File: src/rtl/hazard_ctrl.sv
// hazard_ctrl: stall/flush sequencer for the 5-stage pipeline register chain.
// Detects load-use hazards and taken-branch redirects, holds decode while a
// multi-cycle MULT/DIV occupies EX, and counts cycles in which the PC is held.
// idex_bubble drives the ID/EX sync reset, which loads the NOOP ALU op 5'b01101.
module hazard_ctrl #(
   parameter int MULDIV_CYCLES = 4,
   parameter int CNT_W         = 16
) (
   input  logic             clock,
   input  logic             reset,
   input  logic [4:0]       id_rs,
   input  logic [4:0]       id_rt,
   input  logic             id_uses_rt,
   input  logic             id_muldiv,
   input  logic [4:0]       ex_rd,
   input  logic             ex_memread,
   input  logic             branch_taken,
   input  logic             stat_clr,
   output logic             pc_we,
   output logic             ifid_we,
   output logic             ifid_flush,
   output logic             idex_bubble,
   output logic             muldiv_start,
   output logic             muldiv_busy,
   output logic [CNT_W-1:0] stall_count
);

   localparam int CW = $clog2(MULDIV_CYCLES) + 1;

   typedef enum logic {
      RUN    = 1'b0,
      MDBUSY = 1'b1
   } state_t;

   state_t          st;
   state_t          st_next;
   logic [CW-1:0]   cnt;
   logic [CW-1:0]   cnt_next;
   logic            ld_haz;

   // A load in EX writing a register that the ID instruction reads; r0 never hazards
   assign ld_haz = ex_memread && (ex_rd != 5'd0) &&
                   ((ex_rd == id_rs) || (id_uses_rt && (ex_rd == id_rt)));

   // State register and MULT/DIV occupancy down-counter
   always_ff @(posedge clock or negedge reset) begin
      if (!reset) begin
         st  <= RUN;
         cnt <= '0;
      end else begin
         st  <= st_next;
         cnt <= cnt_next;
      end
   end

   // Next state: a MULT/DIV issues only when no redirect or load-use stall outranks it
   always_comb begin
      st_next  = RUN;
      cnt_next = '0;
      case (st)
         RUN: begin
            if (!branch_taken && !ld_haz && id_muldiv) begin
               st_next  = MDBUSY;
               cnt_next = CW'(MULDIV_CYCLES - 1);
            end
         end
         MDBUSY: begin
            if (cnt <= CW'(1)) begin
               st_next  = RUN;
               cnt_next = '0;
            end else begin
               st_next  = MDBUSY;
               cnt_next = cnt - CW'(1);
            end
         end
         default: begin
            st_next  = RUN;
            cnt_next = '0;
         end
      endcase
   end

   // Outputs: combinational from state and inputs, forced to a safe squash during reset
   always_comb begin
      pc_we        = 1'b0;
      ifid_we      = 1'b0;
      ifid_flush   = 1'b0;
      idex_bubble  = 1'b0;
      muldiv_start = 1'b0;
      muldiv_busy  = 1'b0;
      if (!reset) begin
         ifid_flush  = 1'b1;
         idex_bubble = 1'b1;
      end else begin
         case (st)
            RUN: begin
               if (branch_taken) begin
                  pc_we       = 1'b1;
                  ifid_we     = 1'b1;
                  ifid_flush  = 1'b1;
                  idex_bubble = 1'b1;
               end else if (ld_haz) begin
                  idex_bubble = 1'b1;
               end else if (id_muldiv) begin
                  pc_we        = 1'b1;
                  ifid_we      = 1'b1;
                  muldiv_start = 1'b1;
               end else begin
                  pc_we   = 1'b1;
                  ifid_we = 1'b1;
               end
            end
            MDBUSY: begin
               idex_bubble = 1'b1;
               muldiv_busy = 1'b1;
            end
            default: begin
               idex_bubble = 1'b1;
            end
         endcase
      end
   end

   // Saturating count of cycles with the PC held; clear has priority over counting
   always_ff @(posedge clock or negedge reset) begin
      if (!reset) begin
         stall_count <= '0;
      end else if (stat_clr) begin
         stall_count <= '0;
      end else if (!pc_we && (stall_count != {CNT_W{1'b1}})) begin
         stall_count <= stall_count + CNT_W'(1);
      end
   end

endmodule

File: config.mk
export PLATFORM = sky130hd
export DESIGN_NAME = hazard_ctrl
export DESIGN_NICKNAME = d
export VERILOG_FILES = /design/src/rtl/hazard_ctrl.sv
export SDC_FILE = /design/constraint.sdc
export NUM_CORES = 1
export LEC_CHECK = 0
export ABC_AREA = 1
export ABC_CLOCK_PERIOD_IN_PS = 2300
export CAP_MARGIN = 20
export CELL_PAD_IN_SITES_DETAIL_PLACEMENT = 0
export CELL_PAD_IN_SITES_GLOBAL_PLACEMENT = 1
export CORE_MARGIN = 2
export CORE_UTILIZATION = 33
export CTS_BUF_LIST = sky130_fd_sc_hd__clkbuf_16
export DETAILED_ROUTE_END_ITERATION = 10
export GPL_TIMING_DRIVEN = 0
export PLACE_DENSITY_LB_ADDON = 0.1
export RECOVER_POWER = 25
export REMOVE_ABC_BUFFERS = 1
export SYNTH_ARGS = -nofsm -noshare
export SYNTH_HDL_FRONTEND = slang
export SYNTH_SLANG_ARGS = --single-unit
File: constraint.sdc
create_clock -name clock -period 2.3 [get_ports clock]
set_input_delay 0.575 -clock clock [delete_from_list [all_inputs] [get_ports clock]]
set_output_delay 0.575 -clock clock [all_outputs]
set_load 0.03 [all_outputs]
## After elaboration in Yosys (flattened, before gate mapping)

Index checks and enable logic that the tools add are counted.

- Flip-flop bits (word level): 20
- Output and inout bits: 22

- Add/subtract/negate cells: 2
- Order comparisons: 1
- Equal/unequal tests: 3
- Mux-type cells: 26
- Bitwise gates (word level): 1
- Reductions and logical operators: 12

Operator list:

| operator | number |
|---|---|
| 16-bit 2-to-1 mux | 2 |
| 1-bit 2-to-1 mux | 19 |
| 16-bit by 1-bit adder with 16-bit output, second input constant | 1 |
| 16-bit inequality test, second input constant | 1 |
| 5-bit == test | 2 |
| 1-bit logical AND | 6 |
| 3-bit one-hot mux with 2 select lines | 1 |
| 5-bit nonzero test | 1 |
| 1-bit one-hot mux with 2 select lines | 2 |
| 3-bit by 1-bit <= comparator with 1-bit output, second input constant | 1 |
| 1-bit logical NOT | 3 |
| 3-bit 2-to-1 mux | 1 |
| 3-bit by 1-bit subtractor with 3-bit output, second input constant | 1 |
| 2-bit 2-to-1 mux | 1 |
| 2-bit nonzero test | 1 |
| 1-bit logical OR | 1 |
| 1-bit NOT | 1 |

## Longest topological paths before layout

Gate-level depths: netlist of run 1.

- Word-level depth: 12
- Mapped depth: 12

## Worst setup path after synthesis of run 1

No wires, ideal clock.

- Path type: input to output
- Start: in ex_rd[4]
- End: out pc_we
- Arrival time: 1.739 ns
- Setup slack: -0.014 ns
- Stages: 9
- Buffers on the path: 2
- Path through: nor3_1 nand3_1 nand2_1 inv_1 nand3_1 nand2_2 buf_2 inv_1 buf_4

- Cells in the longest elaborated chain, start to end: 8
- Elaborated cells between the ends (all ways): 11

RTL lines:

| item | line | text |
|---|---|---|
| start: declaration | 15 | `input logic [4:0] ex_rd,` |
| 5-bit == test | 43 | `((ex_rd == id_rs) \|\| (id_uses_rt && (ex_rd == id_rt)));` |
| 1-bit logical AND | 43 |  |
| 1-bit logical OR | 43 |  |
| 1-bit logical AND * | 42 | `assign ld_haz = ex_memread && (ex_rd != 5'd0) &&` |
| 1-bit 2-to-1 mux * (4 in series) | n/a |  |
| end: declaration | 19 | `output logic pc_we,` |

Every way passes the cells marked *; elsewhere a longest branch is shown, timed or not.

## Worst setup path after layout of run 1

- Start: in id_rs[4]
- End: out muldiv_start

- Cells in the longest elaborated chain, start to end: 7

RTL lines:

| item | line | text |
|---|---|---|
| start: declaration | 11 | `input logic [4:0] id_rs,` |
| 5-bit == test | 43 |  |
| 1-bit logical OR | 43 |  |
| 1-bit logical AND | 42 |  |
| 1-bit 2-to-1 mux | 102 | `end else if (ld_haz) begin` |
| 1-bit 2-to-1 mux | 97 | `if (branch_taken) begin` |
| 1-bit 2-to-1 mux | 95 | `case (st)` |
| 1-bit 2-to-1 mux | 91 | `if (!reset) begin` |
| end: declaration | 23 | `output logic muldiv_start,` |

Every way passes these cells.

==> results of run 1 <==
## cell usage in the layout, fill, tap and decap left out, drive strengths merged, types with 4 or more instances in the layout
cell type      count
buf               23
clkbuf            12
clkdlybuf4s50     20
dfrtp             20
inv               39
nand2             70
nand3             27
nand4             18
nor2              23
nor3               6
xnor2              4
xor2              10
## worst paths after layout
path | slack (ns) | end | startpoint
worst min register to register | 0.55 | stall_count[1] | stall_count[1]
worst min-delay path | 0.25 | stall_count[12] | reset
worst max-delay path | 0.11 | muldiv_start | id_rs[4]
worst max register to register | 0.26 | stall_count[14] | stall_count[0]
min in group clock | 0.55 | stall_count[1] | stall_count[1]
max in group asynchronous | 1.70 | stall_count[1] | reset
## through the flow
| stage | worst slack (ns) | hold WS (ns) | cells |
|---|---|---|---|
| finish | 0.107 | 0.251 | 336 |
| global placement | -1.53 | 0.543 | 319 |
| global route | 0.00164 | 0.255 | 336 |
| floorplan | 0.0848 | 0.279 | 224 |
| detailed placement | -1.06 | 0.539 | 320 |
| CTS | 0.00128 | 0.257 | 336 |
## routing by layer
metal	vias up	global-route usage
li1	835	-
met1	730	0.208
met2	28	0.266
met3	2	0.0375
met4	0	0.0189
met5	-	0
## power groups by stage
stage          clock [mW]  combinational (mW)  sequential, mW
2_1_floorplan           0               0.227           0.449
3_3_place_gp            0               0.402           0.436
3_5_place_dp            0               0.412           0.435
4_1_cts             0.494               0.440           0.431
5_1_grt             0.508               0.495           0.437
6_report            0.479               0.445           0.431
## what timing repair did
| action | 4_1_cts | 5_1_grt |
|---|---|---|
| resized for setup | 78 | 27 |
| pin swaps | 23 | 17 |
| gates cloned | 0 | 0 |
| setup buffers | 12 | 0 |
| endpoints found under the setup margin | 6 | 8 |
## cell families (layout without fill, tap and decap cells)
kind of cell / Yosys count / in the layout
and+or+nand+nor: 145 / 145
buffers and inverters: 46 / 99
DFF: 20 / 20
xor gates and xnor gates: 14 / 14
adders and majority gates: 3 / 3
AOI/OAI and AO/OA: 3 / 3
## area by class of cell
cell class / instances / area [um^2]
multi-input cells: 165 / 893
well taps: 52 / 65.1
inverters: 39 / 146
clock inverters: 1 / 30.0
repair buffers: 56 / 468
fillers: 466 / 2240
clock buffers: 3 / 75.1
flip-flops and latches: 20 / 500
## state kept, by name (all words and copies together), names as in the netlist
register,flops
st,1
stall_count,16
cnt,3
==> flow_metrics.py, run 1 <==
metrics = {
    "timing": {
        "setup_viol": 0,
        "worst_pin_slew_ns": 0.935,
        "period_share": 0.954,
        "fmax_mhz": 456,
        "finClkSkew_ns": 0.00183,
        "finalSetupTns_ns": 0,
        "grt_setup_unrepaired": "false",
        "min_period_ns": 2.19,
        "relSlewSlack": 0.376,
        "hold_violations": 0,
        "final_max_slew_viol_count": 0,
    },
    "yosys": {
        "synth_ff_type": "dfrtp_1",
        "synth-compound-area-share": 0.0114,
        "synth_area_leaders": "dfrtp_1 33%, nand2_1 16%, inv_1 9.6%",
        "synth_common_cells": "67 x nand2_1, 39 x inv_1, 25 x nand3_1",
        "yosysMostFrequentCell": "nand2_1",
        "synth_top_family_by_area": "simple AND/OR/NAND/NOR gates",
        "synth.top_cell.area_share": 0.327,
        "yosysWarnings": 0,
        "yosysTopAreaCell": "dfrtp_1",
        "seq_area_frac_synth": 0.327,
        "synthCells": 231,
        "synth_fa_ha_area_frac": 0.0245,
        "syn_area_per_cell_um2": 6.64,
        "synth_edf_count": 0,
        "synthMuxAreaShare": 0,
        "yosys.area_share.simple": 0.435,
        "synth_xor_area_frac": 0.0800,
        "ys_ff_latch": 20,
        "syn_area_mm2": 0.00153,
        "yosys.cell_types.count": 24,
        "async_flop_share": 1.00,
    },
    "final_layout": {
        "fin_area_mm2": 0.00218,
        "post-route-util": 0.493,
        "layout.nets": 310,
        "syn_to_final_growth_pct": 42.1,
        "drive_above_1_share": 0.225,
        "antenna_cells": 0,
    },
    "power": {
        "power_switching_share": 0.320,
        "pwr-share-clk": 0.354,
        "power.density_mw_per_mm2": 622,
        "p_comb_frac": 0.328,
        "fin_total_pwr_mw": 1.35,
        "ir_drop_v": 0.000455,
        "power.share.sequential": 0.318,
        "p_int_mw": 0.921,
        "power.leakage_nw": 1.18,
        "switchingPower_mw": 0.434,
    },
    "detailed_routing": {
        "drtIter0Drc": 82,
        "routed_wirelength_um": 3910,
        "wl_met1_um": 1900,
        "drc_errors": 0,
        "wl_per_cell_um": 11.6,
        "vias": 1595,
        "route.met2.wl_um": 1830,
        "wl_met3_um": 166,
        "top_layer": "met4",
        "final_antenna_net_count": 0,
        "drt_first_pass_iters": 4,
        "drt-vias-per-instance": 4.75,
    },
    "clock_tree": {
        "cts_made_buffers": 3,
        "cts.sinks": 20,
        "root_buffer": "clkbuf_16",
        "htree_num_levels": 1,
        "clock_latency_ns": 0.25,
        "cts_tree": "built",
        "clockBufferDepth": 2,
        "clkTransAtPathRegs_ns": 0.06,
        "ctsHoldBuffers": 0,
    },
    "die": {
        "start_util": 0.347,
        "ios": 44,
        "die_x_um": 72.2,
        "core_area_mm2": 0.00441,
        "row_count": 24,
        "die_h_um": 72.2,
        "die_area_mm2": 0.00521,
    },
    "global_route": {
        "grt_pass1_wl_um": 6650,
        "grt_max_degree": 33,
        "grt_usage": 0.157,
        "antenna_found_initial": 0,
        "grt_overflow_total": 0,
        "grt_pass1_vias": 1507,
    },
    "job": {
        "cap_viol_max_count": 0,
    },
    "worst_setup_path": {
        "start_kind": "input port",
        "critical_path_arrival_ns": 1.62,
        "crit_fanout": 2,
        "endpoint_kind": "output pin",
        "crit_family": "buffers and inverters",
        "crit_buf_inv": 2,
        "ff2ff_path_depth": 9,
        "cp_num_cells": 8,
        "critPathMaxStageDelay_ns": 0.24,
        "crit_required_ns": 1.73,
        "crit_chain": "dlygate4sd2_1 > xnor2_1 > nand3_2 > a21oi_2 > nor3_2 > nand2_1 > nor2_1 > buf_4",
        "slowest_stage": "dlygate4sd2_1",
        "path_class": "input port to output pin",
    },
    "worst_hold_path": {
        "hold_class": "input port to async pin",
    },
    "placed_design": {
        "hpwl_um": 2730,
        "place_congestion": 0.772,
        "postPlaceCellArea_mm2": 0.00201,
        "port_buffers": 43,
    },
    "status": {
        "status": "finished, final reports clean",
    },
}
No activity file was read; power rests on OpenSTA's default activity.
==> run 2: changes to the inputs <==
--- a/config.mk
+++ b/config.mk
@@ -5,7 +5,7 @@
 export SDC_FILE = /design/constraint.sdc
 export NUM_CORES = 1
 export LEC_CHECK = 0
-export ABC_AREA = 1
+export ABC_AREA = 0
 export ABC_CLOCK_PERIOD_IN_PS = 2300
 export CAP_MARGIN = 20
 export CELL_PAD_IN_SITES_DETAIL_PLACEMENT = 0
==> run 2 against run 1 <==
The run now ends with setup timing left. First-iteration DRC count decreased by 30%. Combinational power is 13% higher. Design area decreased by 5.6%. Count of clock-buffer cells in the layout is the same. Non-clock buffer count fell by 3. Sequential power is 2% lower. Critical path depth down 1. Synthesized cell count is 38% lower. Fmax shrank 11%. Worst setup slack got worse by 0.28 ns. Flip-flop and latch count unchanged. Largest cell class unchanged. Highest routed layer unchanged.
==> flow_metrics.py, run 2 <==
metrics = {
    "yosys": {
        "yosys.cell_types.count": 37,
        "synth.top_cell.area_share": 0.389,
        "yosysMostFrequentCell": "dfrtp_1",
        "synthCells": 143,
        "synth_ff_type": "dfrtp_1",
        "ys_ff_latch": 20,
        "yosysWarnings": 0,
        "yosysTopAreaCell": "dfrtp_1",
        "synth_common_cells": "20 x dfrtp_1, 12 x a21oi_1, 12 x nand3_1",
        "synth_area_leaders": "dfrtp_1 39%, xor2_1 6.1%, or4_1 5.8%",
        "syn_area_mm2": 0.00129,
        "async_flop_share": 1.00,
        "synth_edf_count": 0,
        "seq_area_frac_synth": 0.389,
        "syn_area_per_cell_um2": 9.00,
    },
    "final_layout": {
        "finalNonFillerCells": 242,
        "top_register": "stall_count",
        "fillers": 371,
        "layout_commonest_cell": "clkdlybuf4s50_1",
        "syn_to_final_growth_pct": 59.7,
        "top_regs": "stall_count: 16 flops, cnt: 3 flops, st: 1 flops",
        "drive_above_1_share": 0.304,
        "largest_reg_flops": 16,
        "layout.nets": 220,
        "antenna_cells": 0,
        "final_cell_mix": "21 x clkdlybuf4s50_1, 20 x dfrtp_1, 12 x nand3_1",
    },
    "placed_design": {
        "place_congestion": 0.766,
        "hpwl_um": 2390,
        "port_buffers": 43,
        "dpl.cell_count": 228,
    },
    "detailed_routing": {
        "wl_met3_um": 155,
        "routed_wirelength_um": 3740,
        "drt-vias-per-instance": 5.36,
        "drt_first_pass_iters": 4,
        "wl_per_cell_um": 15.4,
        "drc_errors": 0,
        "drtIter0Drc": 57,
        "wl_met1_um": 1600,
        "final_antenna_net_count": 0,
        "vias": 1296,
        "route.met2.wl_um": 1900,
        "top_layer": "met4",
    },
    "timing": {
        "fmax_mhz": 405,
        "final_max_slew_viol_count": 0,
        "fin_hold_ws_ns": 0.210,
        "setup_slack_ns": -0.170,
        "setup_viol": 7,
        "hold_violations": 0,
        "period_share": 1.07,
        "finClkSkew_ns": 0.00146,
        "min_period_ns": 2.47,
        "grt_setup_unrepaired": "true",
        "relSlewSlack": 0.431,
        "worst_pin_slew_ns": 0.851,
    },
    "die": {
        "core_area_mm2": 0.00372,
        "ios": 44,
        "die_area_mm2": 0.00442,
        "row_count": 22,
        "die_h_um": 66.5,
        "start_util": 0.346,
        "die_x_um": 66.5,
    },
    "power": {
        "fin_total_pwr_mw": 1.29,
        "power.leakage_nw": 0.844,
        "power.density_mw_per_mm2": 629,
        "p_int_mw": 0.863,
        "pwr-share-clk": 0.284,
        "power_switching_share": 0.333,
        "power.share.sequential": 0.328,
        "p_comb_frac": 0.388,
        "ir_drop_v": 0.000351,
        "switchingPower_mw": 0.430,
    },
    "worst_setup_path": {
        "path_class": "input port to output pin",
        "critical_path_arrival_ns": 1.89,
        "crit_fanout": 4,
        "endpoint_kind": "output pin",
        "start_kind": "input port",
        "timing.rr.end": "stall_count[8]",
        "r2r-start": "stall_count[0]",
        "r2r_slack_ns": 0.12,
        "ff2ff_path_depth": 6,
        "crit_required_ns": 1.73,
    },
    "global_route": {
        "grt_pass1_vias": 1257,
        "grt_pass1_wl_um": 6010,
        "grt_overflow_total": 0,
        "grt_max_degree": 25,
        "grt_usage": 0.179,
        "antenna_found_initial": 0,
    },
    "status": {
        "status": "finished with violations",
        "violations": "setup timing",
    },
    "clock_tree": {
        "clock_latency_ns": 0.25,
        "cts.sinks": 20,
        "clockBufferDepth": 2,
        "clkTransAtPathRegs_ns": 0.06,
        "htree_num_levels": 1,
        "cts_made_buffers": 3,
        "cts_tree": "built",
        "root_buffer": "clkbuf_16",
    },
    "job": {
        "cap_viol_max_count": 0,
    },
    "worst_hold_path": {
        "hold_class": "input port to async pin",
    },
}
run 2: power groups by stage:
| stage | Sequential [mW] | Combinational [mW] | Clock [mW] |
|---|---|---|---|
| 3_5_place_dp | 0.430 | 0.381 | 0 |
| 4_1_cts | 0.424 | 0.442 | 0.377 |
| 6_report | 0.424 | 0.502 | 0.367 |
| 2_1_floorplan | 0.442 | 0.204 | 0 |
| 3_3_place_gp | 0.431 | 0.367 | 0 |
| 5_1_grt | 0.432 | 0.549 | 0.393 |
run 2: what timing repair did:
| action | in CTS | in global routing |
|---|---|---|
| buffers inserted | 5 | 3 |
| resized for setup | 94 | 23 |
| pin swaps | 24 | 18 |
| endpoints found under the setup margin | 22 | 18 |
| gates cloned | 1 | 1 |
| hold buffers | 0 | 0 |
run 2: final cells by class:
cell class              count  area (um^2)  area share
multi-input cells         108          843       0.410
repair buffers             53          523       0.254
repair inverters            1         6.26     0.00304
inverters                   8         43.8      0.0213
clock inverters             1         3.75     0.00183
well taps                  48         60.1      0.0292
flip-flops and latches     20          500       0.243
clock buffers               3         75.1      0.0365
run 2: how the worst max path moves through the flow:
| stage | startpoint | end | slack (ns) | depth (start not counted) |
|---|---|---|---|---|
| 2_1_floorplan | stall_count[6] | stall_count[5] | -1.06 | 6 |
| 3_3_place_gp | stall_count[6] | stall_count[2] | -1.80 | 6 |
| 3_5_place_dp | reset | ifid_we | -1.71 | 6 |
| 4_1_cts | id_rt[2] | ifid_we | -0.16 | 7 |
| 5_1_grt | id_rt[2] | ifid_we | -0.27 | 7 |
| 6_report | id_rt[2] | ifid_we | -0.17 | 7 |
run 2: cells by family (layout without fill, tap and decap cells):
kind of cell / Yosys count / after routing / share of synthesized area
buffers and inverters: 15 / 66 / 0.0534
xor gates and xnor gates: 11 / 11 / 0.0748
muxes: 3 / 3 / 0.0262
AOI/OAI and AO/OA: 36 / 36 / 0.190
adders and majority gates: 3 / 3 / 0.0292
and+or+nand+nor: 55 / 55 / 0.238
DFF: 20 / 20 / 0.389
run 2: layer usage:
| layer | vias up | track usage |
|---|---|---|
| met2 | 33 | 0.306 |
| met4 | 0 | 0.0689 |
| met5 | - | 0 |
| met1 | 624 | 0.221 |
| li1 | 630 | - |
| met3 | 9 | 0.0338 |
run 2: worst max-delay path, stage by stage:
cell and delay (ns):
buf_6 0.10, xor2_2 0.16, nor4_2 0.29, a32oi_2 0.20, o31ai_4 0.21, bufinv_8 0.23
buf_6 0.13
run 2: per-stage QoR:
stage	worst slack (ns)	area, um^2	utilization	setup TNS, ns
after global placement	-1.80	1740	0.468	-28.38
final	-0.170	2060	0.553	-0.599
after detailed placement	-1.71	1750	0.472	-20.09
after CTS	-0.158	1930	0.519	-1.41
after floorplan	-1.06	1250	-	-10.80
after global routing	-0.273	2060	0.553	-1.98
